[config.mk]
export PLATFORM = sky130hd
export DESIGN_NAME = i2s_audio_in_flat
export DESIGN_NICKNAME = d
export VERILOG_FILES = /design/src/rtl/i2s_pkg.sv /design/src/rtl/i2s_audio_in_if.sv /design/src/rtl/i2s_in_sync.sv /design/src/rtl/i2s_audio_in.sv /design/src/flat_wrapper.sv
export SDC_FILE = /design/constraint.sdc
export NUM_CORES = 1
export LEC_CHECK = 0
export CORE_MARGIN = 5
export CORE_UTILIZATION = 40
export DETAILED_ROUTE_END_ITERATION = 6
export PLACE_DENSITY_LB_ADDON = 0.15
export SKIP_LAST_GASP = 1
export SLEW_MARGIN = 20
export SYNTH_ARGS = -nofsm -noshare
export SYNTH_HDL_FRONTEND = slang
export SYNTH_HIERARCHICAL = 1
export SYNTH_SLANG_ARGS = --single-unit
export TNS_END_PERCENT = 100
[constraint.sdc]
create_clock -name clk -period 2.7 [get_ports clk]
set_input_delay 0.405 -clock clk [delete_from_list [all_inputs] [get_ports clk]]
set_output_delay 0.405 -clock clk [all_outputs]
set_load 0.02 [all_outputs]
[src/rtl/i2s_pkg.sv]
// Shared types and helpers for the I2S ADC capture path.
package i2s_pkg;

    typedef enum logic [1:0] {
        IDLE,
        SHIFT,
        WAIT
    } i2s_rx_state_t;

    localparam logic CH_LEFT  = 1'b0;
    localparam logic CH_RIGHT = 1'b1;

    // Bits needed for a counter that must reach w itself, not just w-1.
    function automatic int cnt_width(input int w);
        return $clog2(w + 1);
    endfunction

endpackage

[src/rtl/i2s_audio_in_if.sv]
// Codec-facing serial lines plus the stereo sample output bundle of i2s_audio_in.
interface i2s_audio_in_if #(
    parameter int w_sample = 16
);
    logic                bclk;
    logic                lrclk;
    logic                sdata;
    logic                err_clr;
    logic [w_sample-1:0] left;
    logic [w_sample-1:0] right;
    logic                valid;
    logic                frame_error;

    modport master (
        output bclk, lrclk, sdata, err_clr,
        input  left, right, valid, frame_error
    );

    modport slave (
        input  bclk, lrclk, sdata, err_clr,
        output left, right, valid, frame_error
    );
endinterface

[src/rtl/i2s_in_sync.sv]
// Two-flop synchronizers for the codec lines plus a bclk rising-edge strobe.
module i2s_in_sync (
    input  logic clk,
    input  logic rst,
    input  logic bclk,
    input  logic lrclk,
    input  logic sdata,
    output logic be,
    output logic lrclk_s,
    output logic sdata_s
);
    logic [1:0] bclk_ff;
    logic [1:0] lrclk_ff;
    logic [1:0] sdata_ff;
    logic       bclk_prev;

    always_ff @(posedge clk or posedge rst) begin
        if (rst) begin
            bclk_ff   <= '0;
            lrclk_ff  <= '0;
            sdata_ff  <= '0;
            bclk_prev <= 1'b0;
        end else begin
            // NOTE: non-blocking so each stage takes its predecessor's value from before this edge.
            bclk_ff   <= {bclk_ff[0], bclk};
            lrclk_ff  <= {lrclk_ff[0], lrclk};
            sdata_ff  <= {sdata_ff[0], sdata};
            bclk_prev <= bclk_ff[1];
        end
    end

    // All three lines share the same depth, so data and word clock stay aligned to be.
    assign be      = bclk_ff[1] & ~bclk_prev;
    assign lrclk_s = lrclk_ff[1];
    assign sdata_s = sdata_ff[1];

endmodule

[src/rtl/i2s_audio_in.sv]
// I2S receiver for the WM8731 ADC path: deserializes MSB-first words into a left/right pair.
module i2s_audio_in
    import i2s_pkg::*;
#(
    parameter int clk_mhz  = 50,
    parameter int w_sample = 16
) (
    input logic           clk,
    input logic           rst,
    i2s_audio_in_if.slave bus
);
    localparam int CW = cnt_width(w_sample);

    if (w_sample < 8 || w_sample > 32 || clk_mhz < 4) begin : g_bad_param
        $error("i2s_audio_in: w_sample must be 8..32 and clk_mhz at least 4");
    end

    logic be, lrclk_s, sdata_s, le;

    i2s_in_sync u_sync (
        .clk    (clk),
        .rst    (rst),
        .bclk   (bus.bclk),
        .lrclk  (bus.lrclk),
        .sdata  (bus.sdata),
        .be     (be),
        .lrclk_s(lrclk_s),
        .sdata_s(sdata_s)
    );

    i2s_rx_state_t       state, state_nx;
    logic [CW-1:0]       cnt, cnt_nx;
    logic [w_sample-2:0] sr, sr_nx;
    logic [w_sample-1:0] left_hold, left_hold_nx, word;
    logic                ch, ch_nx, left_ok, left_ok_nx, lr_prev;
    logic                done, pair, err_set;

    assign le   = be && (lrclk_s != lr_prev);
    assign word = {sr, sdata_s};

    always_comb begin
        // NOTE: every output of this block gets a default first so no path infers a latch.
        state_nx     = state;
        cnt_nx       = cnt;
        sr_nx        = sr;
        ch_nx        = ch;
        left_hold_nx = left_hold;
        left_ok_nx   = left_ok;
        done         = 1'b0;
        pair         = 1'b0;
        err_set      = 1'b0;

        case (state)
            IDLE, WAIT: begin
                if (le) begin
                    state_nx = SHIFT;
                    cnt_nx   = '0;
                    ch_nx    = lrclk_s;
                end
            end
            SHIFT: begin
                if (le) begin
                    // The bit on an lrclk edge is the LSB of the slot that is ending.
                    if (cnt == CW'(w_sample - 1)) begin
                        done = 1'b1;
                    end else begin
                        err_set    = 1'b1;
                        left_ok_nx = 1'b0;
                    end
                    cnt_nx = '0;
                    ch_nx  = lrclk_s;
                end else if (be) begin
                    sr_nx  = word[w_sample-2:0];
                    cnt_nx = cnt + CW'(1);
                    if (cnt == CW'(w_sample - 1)) begin
                        done     = 1'b1;
                        state_nx = WAIT;
                    end
                end
            end
            default: state_nx = IDLE;
        endcase

        if (done) begin
            if (ch == CH_LEFT) begin
                left_hold_nx = word;
                left_ok_nx   = 1'b1;
            end else if (ch == CH_RIGHT && left_ok) begin
                pair       = 1'b1;
                left_ok_nx = 1'b0;
            end
        end
    end

    always_ff @(posedge clk or posedge rst) begin
        if (rst) begin
            state           <= IDLE;
            cnt             <= '0;
            sr              <= '0;
            ch              <= CH_LEFT;
            lr_prev         <= 1'b0;
            left_hold       <= '0;
            left_ok         <= 1'b0;
            bus.left        <= '0;
            bus.right       <= '0;
            bus.valid       <= 1'b0;
            bus.frame_error <= 1'b0;
        end else begin
            state     <= state_nx;
            cnt       <= cnt_nx;
            sr        <= sr_nx;
            ch        <= ch_nx;
            left_hold <= left_hold_nx;
            left_ok   <= left_ok_nx;
            if (be) lr_prev <= lrclk_s;
            bus.valid <= pair;
            if (pair) begin
                bus.left  <= left_hold;
                bus.right <= word;
            end
            // A new short slot outranks a clear arriving in the same cycle.
            if (err_set)
                bus.frame_error <= 1'b1;
            else if (bus.err_clr)
                bus.frame_error <= 1'b0;
        end
    end

endmodule

[src/flat_wrapper.sv]
// flat-port wrapper written by rule: the top's interface ports become plain ports
module i2s_audio_in_flat import i2s_pkg::*;
#(
    parameter int clk_mhz  = 50,
    parameter int w_sample = 16
)
  (clk, rst, bus_bclk, bus_lrclk, bus_sdata, bus_err_clr, bus_left, bus_right, bus_valid, bus_frame_error);
  i2s_audio_in_if #(.w_sample(w_sample)) bus_i ();
  input logic clk;
  input logic rst;
  input wire logic [$bits(bus_i.bclk)-1:0] bus_bclk;
  input wire logic [$bits(bus_i.lrclk)-1:0] bus_lrclk;
  input wire logic [$bits(bus_i.sdata)-1:0] bus_sdata;
  input wire logic [$bits(bus_i.err_clr)-1:0] bus_err_clr;
  output wire logic [$bits(bus_i.left)-1:0] bus_left;
  output wire logic [$bits(bus_i.right)-1:0] bus_right;
  output wire logic [$bits(bus_i.valid)-1:0] bus_valid;
  output wire logic [$bits(bus_i.frame_error)-1:0] bus_frame_error;
  assign bus_i.bclk = bus_bclk;
  assign bus_i.lrclk = bus_lrclk;
  assign bus_i.sdata = bus_sdata;
  assign bus_i.err_clr = bus_err_clr;
  assign bus_left = bus_i.left;
  assign bus_right = bus_i.right;
  assign bus_valid = bus_i.valid;
  assign bus_frame_error = bus_i.frame_error;
  i2s_audio_in #(.clk_mhz(clk_mhz), .w_sample(w_sample)) u_core (.clk(clk), .rst(rst), .bus(bus_i));
endmodule
=== Yosys cells after proc, flatten, opt, wreduce, memory -nomap -nowiden ===
Cells that the tools add are included.

* Bits in registers: 82
* Output and inout bits: 34
* Bits of input ports: 6

* Equal/unequal tests: 9
* Multiplexer cells: 27
* Reduce and logical (&&, ||, !) cells: 12
* Bitwise logic cells: 4
* Add/subtract/negate cells: 1

{| class="wikitable"
|+ Operators with widths
! operator !! number
|-
| 2-to-1 mux 1 bit || 18
|-
| 2-to-1 mux 5 bit || 3
|-
| one-hot mux 5 bit (2 select lines) || 1
|-
| 2-to-1 mux 2 bit || 4
|-
| != test 2 x 1 -> 1 bit, second input constant || 3
|-
| AND reduction 3 bit || 2
|-
| adder 5 x 1 -> 5 bit, second input constant || 1
|-
| equality test 5 x 4 -> 1 bit, second input constant || 1
|-
| one-hot mux 2 bit (2 select lines) || 1
|-
| AND reduction 2 bit || 2
|-
| AND reduction 4 bit || 1
|-
| nonzero test 2 bit || 2
|-
| != test 3 x 1 -> 1 bit, second input constant || 1
|-
| NOT 1 bit || 3
|-
| OR reduction 3 bit || 1
|-
| equality test 2 x 1 -> 1 bit, second input constant || 1
|-
| equality test 2 bit, second input constant || 1
|-
| logical AND 1 bit || 2
|-
| logical NOT 2 bit || 1
|-
| != test 2 bit, second input constant || 1
|-
| OR reduction 2 bit || 1
|-
| AND 1 bit || 1
|-
| != test 1 bit || 1
|}

=== Depth between registers and ports, before layout ===
Gate-level depths: netlist of run 1.

* Depth after elaboration: 8
* Mapped depth: 7
* Depth with buffers taken out: 6

=== Modules after synthesis ===
Netlist of run 1, hierarchy kept.

{| class="wikitable"
|+ Modules (own cells, without submodules)
! module !! cells each !! sequential area each (µm²) !! area each (µm²) !! times used
|-
| i2s_audio_in || 196 || 1876.8 || 3168.0 || 1
|-
| i2s_in_sync || 9 || 175.2 || 192.7 || 1
|}

=== Worst setup path after synthesis of run 1 ===
No wires, ideal clock.

* Path type: reg-to-reg
* From: register u_core.cnt[0]
* To: register u_core.left_hold[0]
* Buffers on the path: 1
* Clock period less this slack: 1.912 ns
* Cell stages (with the launch flop): 7
* Setup slack: 0.788 ns
* Arrival: 1.788 ns
* Path through: dfrtp_1 -> ha_1 -> and3_1 -> ha_1 -> nor3b_4 -> buf_6 -> mux2_2

* Longest elaborated chain between the ends: 6

{| class="wikitable"
|+ Ends and longest elaborated chain
! element !! RTL line !! source
|-
| start: declaration || i2s_audio_in.sv:32 || <nowiki>logic [CW-1:0] cnt, cnt_nx;</nowiki>
|-
| start signal: assignment || i2s_audio_in.sv:110 || <nowiki>cnt <= cnt_nx;</nowiki>
|-
| equality test 5 x 4 -> 1 bit (*) || i2s_audio_in.sv:64, i2s_audio_in.sv:75 ||
|-
| 2-to-1 mux 1 bit (*) || i2s_audio_in.sv:64, i2s_audio_in.sv:75 ||
|-
| 2-to-1 mux 1 bit || i2s_audio_in.sv:72 || <nowiki>end else if (be) begin</nowiki>
|-
| 2-to-1 mux 1 bit (*) || i2s_audio_in.sv:62 || <nowiki>if (le) begin</nowiki>
|-
| 2-to-1 mux 1 bit (*) || i2s_audio_in.sv:53 || <nowiki>case (state)</nowiki>
|-
| AND reduction 2 bit (no line) (*) || n/a ||
|-
| end signal: assignment || i2s_audio_in.sv:113 || <nowiki>left_hold <= left_hold_nx;</nowiki>
|-
| end: declaration || i2s_audio_in.sv:34 || <nowiki>logic [w_sample-1:0] left_hold, left_hold_nx, word;</nowiki>
|}

Every way passes the cells marked *; elsewhere a longest branch is shown, timed or not.
A chain may end at the register's enable or synchronous reset.

=== Worst setup path after layout of run 1 ===
* From: register u_core.cnt[0]
* To: register u_core.bus.right[2]

* Longest elaborated chain between the ends: 6

{| class="wikitable"
|+ Ends and longest elaborated chain
! element !! RTL line !! source
|-
| equality test 5 x 4 -> 1 bit (*) || i2s_audio_in.sv:64, i2s_audio_in.sv:75 ||
|-
| 2-to-1 mux 1 bit (*) || i2s_audio_in.sv:64, i2s_audio_in.sv:75 ||
|-
| 2-to-1 mux 1 bit || i2s_audio_in.sv:72 ||
|-
| 2-to-1 mux 1 bit (*) || i2s_audio_in.sv:62 ||
|-
| 2-to-1 mux 1 bit (*) || i2s_audio_in.sv:53 ||
|-
| 2-to-1 mux 1 bit (*) || i2s_audio_in.sv:84 || <nowiki>if (done) begin</nowiki>
|-
| end signal: assignment || i2s_audio_in.sv:119 || <nowiki>bus.right <= word;</nowiki>
|-
| end: declaration || i2s_audio_in_if.sv:21 || <nowiki>output left, right, valid, frame_error</nowiki>
|}

Marked as above.

==> impl_results.md, run 1 <==
* Final wirelength at 5420 um
* Number of global-route vias before repair at 1823
* Final Hold Vio Count at 0
* Die X at 102 um
* Crit-path max FO at 18
* Initial antenna violation count at 0
* Post-synth net total at 213
* Worst min path class: primary input to async pin
* TritonCTS Buffers at 9
* FMAX at approximately 0.46 GHz
* PostCTS Resize Cnt at 0
* Largest cells by area after synthesis: dfrtp_1 61%, mux2_4 13%, mux2_2 12%
* # setup viols final at 0
* Yosys top cell by area: dfrtp_1
* First-pass GRT wire length at 9190 um
* Hpwl dp at approximately 3400 um
* Reg-to-reg setup timing slack at 0.52 ns
* Synthesized flop and latch total at 82
* Root Buffer: clkbuf_8
* WL/cell at 15.1 um
* Critical path arrival at 2.40 ns
* Setup Crit Path Kind: flop to flop
* FP Rows at 33
* H-tree levels at 3
* Clock sinks at 82
* Clk_skew at 0.00696 ns
* Die height at 102 um
* Layout cell share with drive strength beyond 1 at 34.8%
* Setup repair bufs after CTS at 0
* Mean Syn Cell Area at roughly 16 sq um
* Final min period at roughly 2.2 ns
* Outcome: completed
* Final cell count without fillers at ~360
* Clk Latency, worst-skew pair at 0.34 ns
* Gr usage total at 11.5%
* Top-area cell type share of the netlist area at approximately three fifths
* Worst VDD drop at between 0.0002 and 0.00025 V
* Placed instance count at between 300 and 400
* CTS max path bufs at 2
* Mapped cell area at 3360 sq um
* # IOs at 40
* Port Buffers at 39
* Iteration count of the initial detailed-routing pass at 4
* Worst-margin pin slew at 0.840 ns
* Hold-fix buffers, CTS at 0
* Post-DRT Antenna Nets at 0
* Critical path capture point type: flop
* Largest net degree at the start of global routing at between 70 and 80
* Initial DRC Count at 43
* Fillers at 702
* Max_slew headroom at 43.9%
* CP Launch Type: flop
* Residual DRC count at 0
* Starting Density at between 40% and 50%
* Final worst path period share at approximately 80%
* Clock Pin Slew Worst Setup and Hold Paths at 0.08 ns
* Via/cell ratio at 4.81
* Total number of vias at 1721
* Nets at about 260
* Die area at 10300 sq um
* Antenna cells at 0
* Gr ovfl total at 0
* Layout area overhead at 18.4%
* Slew Limit Fails at 0
* Core ar. at a little over 8000 sq um
* Max-cap violations at 0
* Synth Instances at roughly 210
* Sequential fraction of the synthesis area at 61.1%
* Pleak at between 1.5 and 2 nW
* Worst Path Required at 2.92 ns
* CTS tree: yes
* PD cells at 588 nW/um^2
* RSZ-0062 raised after global routing: false
* Final setup TNS at 0 ns
* Distinct cells, synth at 34
* Routability cong. at 0.740
* Ys Warns at 6
## worst paths after layout
| kind | depth (start not counted) | endpoint | startpoint |
|---|---|---|---|
| max | 6 | u_core/bus.right[2] | u_core/cnt[0] |
| min | 2 | u_core/u_sync/bclk_ff[0] | rst |
| max reg2reg | 6 | u_core/bus.right[2] | u_core/cnt[0] |
| min reg2reg | 0 | u_core/u_sync/lrclk_ff[1] | u_core/u_sync/lrclk_ff[0] |
| max in group asynchronous | 3 | u_core/bus.right[9] | rst |
| min in group clk | 0 | u_core/u_sync/lrclk_ff[1] | u_core/u_sync/lrclk_ff[0] |
## state kept, by name, summed over array words and instances (netlist names)
register / flops
u_core/bus.frame_error: 1
u_core/bus.left: 16
u_core/bus.right: 16
u_core/bus.valid: 1
u_core/ch: 1
u_core/cnt: 5
u_core/left_hold: 16
u_core/left_ok: 1
u_core/lr_prev: 1
u_core/sr: 15
u_core/state: 2
u_core/u_sync/bclk_ff: 2
u_core/u_sync/bclk_prev: 1
u_core/u_sync/lrclk_ff: 2
u_core/u_sync/sdata_ff: 2
## synthesized netlist by cell type
| cell type | count |
|---|---|
| dfrtp_1 | 82 |
| mux2_2 | 35 |
| mux2_4 | 29 |
| inv_1 | 6 |
| nand2_1 | 6 |
| a22o_1 | 4 |
| o21ai_0 | 4 |
| buf_12 | 3 |
| buf_4 | 3 |
| buf_6 | 3 |
| o31ai_1 | 3 |
| a21o_1 | 2 |
| a31oi_1 | 2 |
| and3_1 | 2 |
| ha_1 | 2 |
| a21oi_1 | 1 |
| a32o_1 | 1 |
| a41oi_1 | 1 |
| and2_1 | 1 |
| and3b_1 | 1 |
| and4_4 | 1 |
| buf_2 | 1 |
| nand2b_1 | 1 |
| nand3b_1 | 1 |
| nand3b_4 | 1 |
| nor2_1 | 1 |
| nor2_2 | 1 |
| nor2b_4 | 1 |
| nor3b_4 | 1 |
| o2bb2ai_1 | 1 |
| o32ai_1 | 1 |
| o41ai_1 | 1 |
| xnor2_1 | 1 |
| xor2_1 | 1 |
## critical path: stages, from the launching register on
cell	delay, ns
dfrtp_1	0.41
ha_1	0.20
and3_1	0.16
ha_1	0.27
and4_4	0.48
buf_12	0.23
mux2_4	0.31
## cell usage in the layout, fill, tap and decap left out, types with 2 or more instances in the layout
master / instances
mux2_2: 35
clkdlybuf4s50_1: 39
a21o_1: 2
clkinv_2: 3
ha_1: 2
o31ai_1: 3
o21ai_0: 4
clkinvlp_4: 2
a31oi_1: 2
nand2_1: 6
a22o_1: 4
inv_1: 5
mux2_4: 29
clkbuf_8: 10
dfrtp_1: 82
buf_12: 2
and3_1: 2
## routing by layer
metal	vias to the layer above	GRT usage (%)	wire length [um]	part of all wire [%]
li1	813	-	-	-
met1	871	16.7	2660	49
met2	29	16.3	2460	45
met3	8	2.55	217	4.0
met4	0	5.52	80	1.5
met5	-	0	0	0
## metrics by stage
stage / area, sq um / utilization, % / setup slack, ns / total power, mW / hold WS, ns
after floorplan: 3360 / - / 0.385 / 1.54 / 0.208
after global placement: 3810 / 46.4 / 0.597 / 1.60 / 0.332
after detailed placement: 3810 / 46.4 / 0.517 / 1.60 / 0.341
after CTS: 3980 / 48.4 / 0.499 / 2.38 / 0.325
after global routing: 3980 / 48.4 / 0.385 / 2.47 / 0.343
final: 3980 / 48.4 / 0.519 / 2.34 / 0.330
## cell families after synthesis
family,share of synthesized area (%)
muxes,24.7
adders and majority gates,0.744
DFF,61.1
buffers and inverters,4.28
and+or+nand+nor,4.10
xor gates and xnor gates,0.521
AOI/OAI and AO/OA,4.62
## where the power goes
part           internal, mW  total [mW]  switching, mW
logic                0.0963       0.178         0.0818
clock network         0.355       0.767          0.412
registers              1.31        1.39         0.0843
## cell type report
cell class / instances / area [sq um] / area share, %
Inverter: 6 / 22.5 / 0.566
Multi-Input combinational cell: 107 / 1160 / 29.3
Sequential cell: 82 / 2050 / 51.6
Clock inverter: 5 / 30.0 / 0.754
Tap cell: 105 / 131 / 3.30
Timing Repair Buffer: 42 / 438 / 11.0
Clock buffer: 11 / 141 / 3.55
No activity file was read; power rests on OpenSTA's default activity.
==> run 2, diff against run 1 <==
==> constraint.sdc (replaced) <==
create_clock -name clk -period 2.3 [get_ports clk]
set_input_delay 0.345 -clock clk [delete_from_list [all_inputs] [get_ports clk]]
set_output_delay 0.345 -clock clk [all_outputs]
set_load 0.02 [all_outputs]
==> run 2 against run 1 <==
  * Via count grew 1.3%
  * Critical path type unchanged
  * Clock skew grew 0.0018 ns
  * Critical endpoint is now u_core/bus.left[12]
  * Hold slack lost 0.050 ns
  * Largest power group unchanged
  * Wire length grew 0.96%
==> impl_results.md, run 2 (same netlist as run 1, synthesis figures left out) <==
* CP dominant cell by count: ha_1
* H-tree levels at 3 (unchanged)
* Routability cong. at 0.695 (-6.1%)
* Final Worst Setup Slack at 0.271 ns (-0.248 ns)
* Layout cell share with drive strength beyond 1 at 35.0% (+0.26 points)
* Clk Latency, worst-skew pair at 0.34 ns (about the same)
* Setup Crit Path Kind: flop to flop
* Worst Path Required at 2.53 ns (-0.39 ns)
* WP depth at 6 (unchanged)
* Clock sinks at 82 (unchanged)
* WL/cell at 15.2 um (+0.68%)
* Starting Density at 40.9% (unchanged)
* Finished Cell Area at 4040 sq um (+1.6%)
* Final min period at 2.03 ns (-0.152 ns)
* RSZ-0062 raised after global routing: false
* Clock Pin Slew Worst Setup and Hold Paths at 0.08 ns (about the same)
* Placed cell area at 3840 sq um (+0.72%)
* Die X at 102 um (unchanged)
* Commonest non-fill, non-tap cell in the layout: dfrtp_1
* Largest net degree at the start of global routing at 76 (unchanged)
* First-pass GRT wire length at 9230 um (+0.46%)
* CTS tree: yes
* Hold WS at 0.280 ns (-0.0498 ns)
* Reg2Reg Depth at 6 (unchanged)
* Final worst path period share at 88.2% (+7.4 points)
* Worst VDD drop at 0.000294 V (+27%)
* Initial DRC Count at 40 (-7.0%)
* Max-cap violations at 0 (unchanged)
* Initial antenna violation count at 0 (unchanged)
* Nets at 258 (+0.78%)
* Final wirelength at 5470 um (+0.96%)
* Part of the power in registers at 55.4% (-4.2 points)
* Pleak at 1.88 nW (+1.4%)
* Clk pwr share at 37.2% (+4.4 points)
* Placed instance count at 344 (+0.58%)
* Slew Limit Fails at 0 (unchanged)
* Iteration count of the initial detailed-routing pass at 3 (-1)
* Worst-margin pin slew at 0.777 ns (-0.0630 ns)
* PostCTS Resize Cnt at 0 (unchanged)
* Switching part of the total at 23.5% (-1.2 points)
* Sw power at 696 uW (+20%)
* CTS max path bufs at 2 (unchanged)
* Setup repair bufs after CTS at 0 (unchanged)
* Final setup TNS at 0 ns (unchanged)
* Final cell count without fillers at 359 (+0.28%)
* PD cells at 731 nW/um^2 (+24%)
* Final Hold Vio Count at 0 (unchanged)
* Largest regs: u_core/bus.left (16), u_core/bus.right (16), u_core/left_hold (16)
* Pre-CTS WS at 0.264 ns (-0.253 ns)
* CP Launch Type: flop
* Crit-path max FO at 33 (+15)
* FP Rows at 33 (unchanged)
* Die area at 10300 sq um (unchanged)
* Clk_skew at 0.00873 ns (+0.00177 ns)
* Antenna cells at 0 (unchanged)
* Worst min path class: primary input to async pin
* Fillers at 743 (+5.8%)
* Root Buffer: clkbuf_8
* Buffer and inverter count on the worst path at 1 (unchanged)
* Gr ovfl total at 0 (unchanged)
* Hpwl dp at 3500 um (+1.7%)
* Commonest cells after routing, fill and taps aside: 82 x dfrtp_1, 39 x clkdlybuf4s50_1, 35 x mux2_2
* Core ar. at 8220 sq um (unchanged)
* Post-DRT Antenna Nets at 0 (unchanged)
* Slowest stage delay, CP at 0.41 ns (-0.07 ns)
* Logic gate share of total power at 7.4% (-0.2 points)
* Outcome: completed
* Number of global-route vias before repair at 1773 (-2.7%)
* CP max-delay cell: dfrtp_1
* Critical path arrival at 2.26 ns (-0.14 ns)
* Hold-fix buffers, CTS at 0 (unchanged)
* Via/cell ratio at 4.86 (+1.1%)
* TritonCTS Buffers at 9 (unchanged)
* Die height at 102 um (unchanged)
* CP delay by family, top: adder cells
* Layout area overhead at 20.3%
* Critical path capture point type: flop
* Gr usage total at 11.5% (+0.032 points)
* # IOs at 40 (unchanged)
* Total number of vias at 1744 (+1.3%)
* Int Pwr at 2.26 mW (+28%)
* # setup viols final at 0 (unchanged)
* FMAX at 0.493 GHz (+7.5%)
* Final Util at 49.2% (+0.78 points)
* Port Buffers at 39 (unchanged)
* Max_slew headroom at 48.1% (+4.2 points)
* CP cell instances: ha_1, and3_1, ha_1, and4_4, buf_12, mux2_2
* Power Total at 2.96 mW (+26%)
* Residual DRC count at 0 (unchanged)
-- run 2: changes by cell type in the layout (fill, tap and decap cells not counted) --
| cell | change |
|---|---|
| bufinv_16 | +2 |
| buf_12 | +1 |
| clkbuf_8 | -1 |
| buf_4 | +1 |
| clkinv_2 | -2 |
-- run 2: worst paths after layout --
path / start / to / slack, ns
setup / recovery: u_core/cnt[0] / u_core/bus.left[12] / 0.27
hold / removal: rst / u_core/u_sync/sdata_ff[0] / 0.28
setup reg to reg: u_core/cnt[0] / u_core/bus.left[12] / 0.27
hold reg to reg: u_core/u_sync/lrclk_ff[0] / u_core/u_sync/lrclk_ff[1] / 0.35
max in group asynchronous: rst / u_core/left_ok / 1.56
min in group clk: u_core/u_sync/lrclk_ff[0] / u_core/u_sync/lrclk_ff[1] / 0.35
-- run 2: power by group through the flow --
stage | sequential, mW | clock [mW] | combinational (mW)
CTS | 1.64 | 1.14 | 0.223
floorplan | 1.64 | 0 | 0.169
detailed placement | 1.67 | 0 | 0.222
finish | 1.64 | 1.10 | 0.218
global placement | 1.66 | 0 | 0.215
global route | 1.66 | 1.21 | 0.247
-- run 2: layout make-up --
| type | count | area (sq um) | area share, % |
|---|---|---|---|
| clock buffer | 10 | 128 | 3.16 |
| clock inverter | 5 | 80.1 | 1.98 |
| inverter | 6 | 22.5 | 0.557 |
| multi-input combinational | 107 | 1160 | 28.8 |
| sequential | 82 | 2050 | 50.7 |
| tap | 105 | 131 | 3.25 |
| timing repair buffer | 44 | 465 | 11.5 |
-- run 2: worst reg2reg max path, delay by kind of cell (launching register included) --
family        cells  cell delay [ns]
simple gates      2             0.43
flops             1             0.41
fa+ha+maj         2             0.47
mux               1             0.38
buf+inv           1             0.25
-- run 2: per-layer routing --
layer,wire length [um],vias to the layer above,global-route usage (%)
met4,121,0,6.24
met3,244,9,2.82
met2,2460,34,16.4
met1,2640,883,16.2
li1,-,818,-
met5,0,-,0
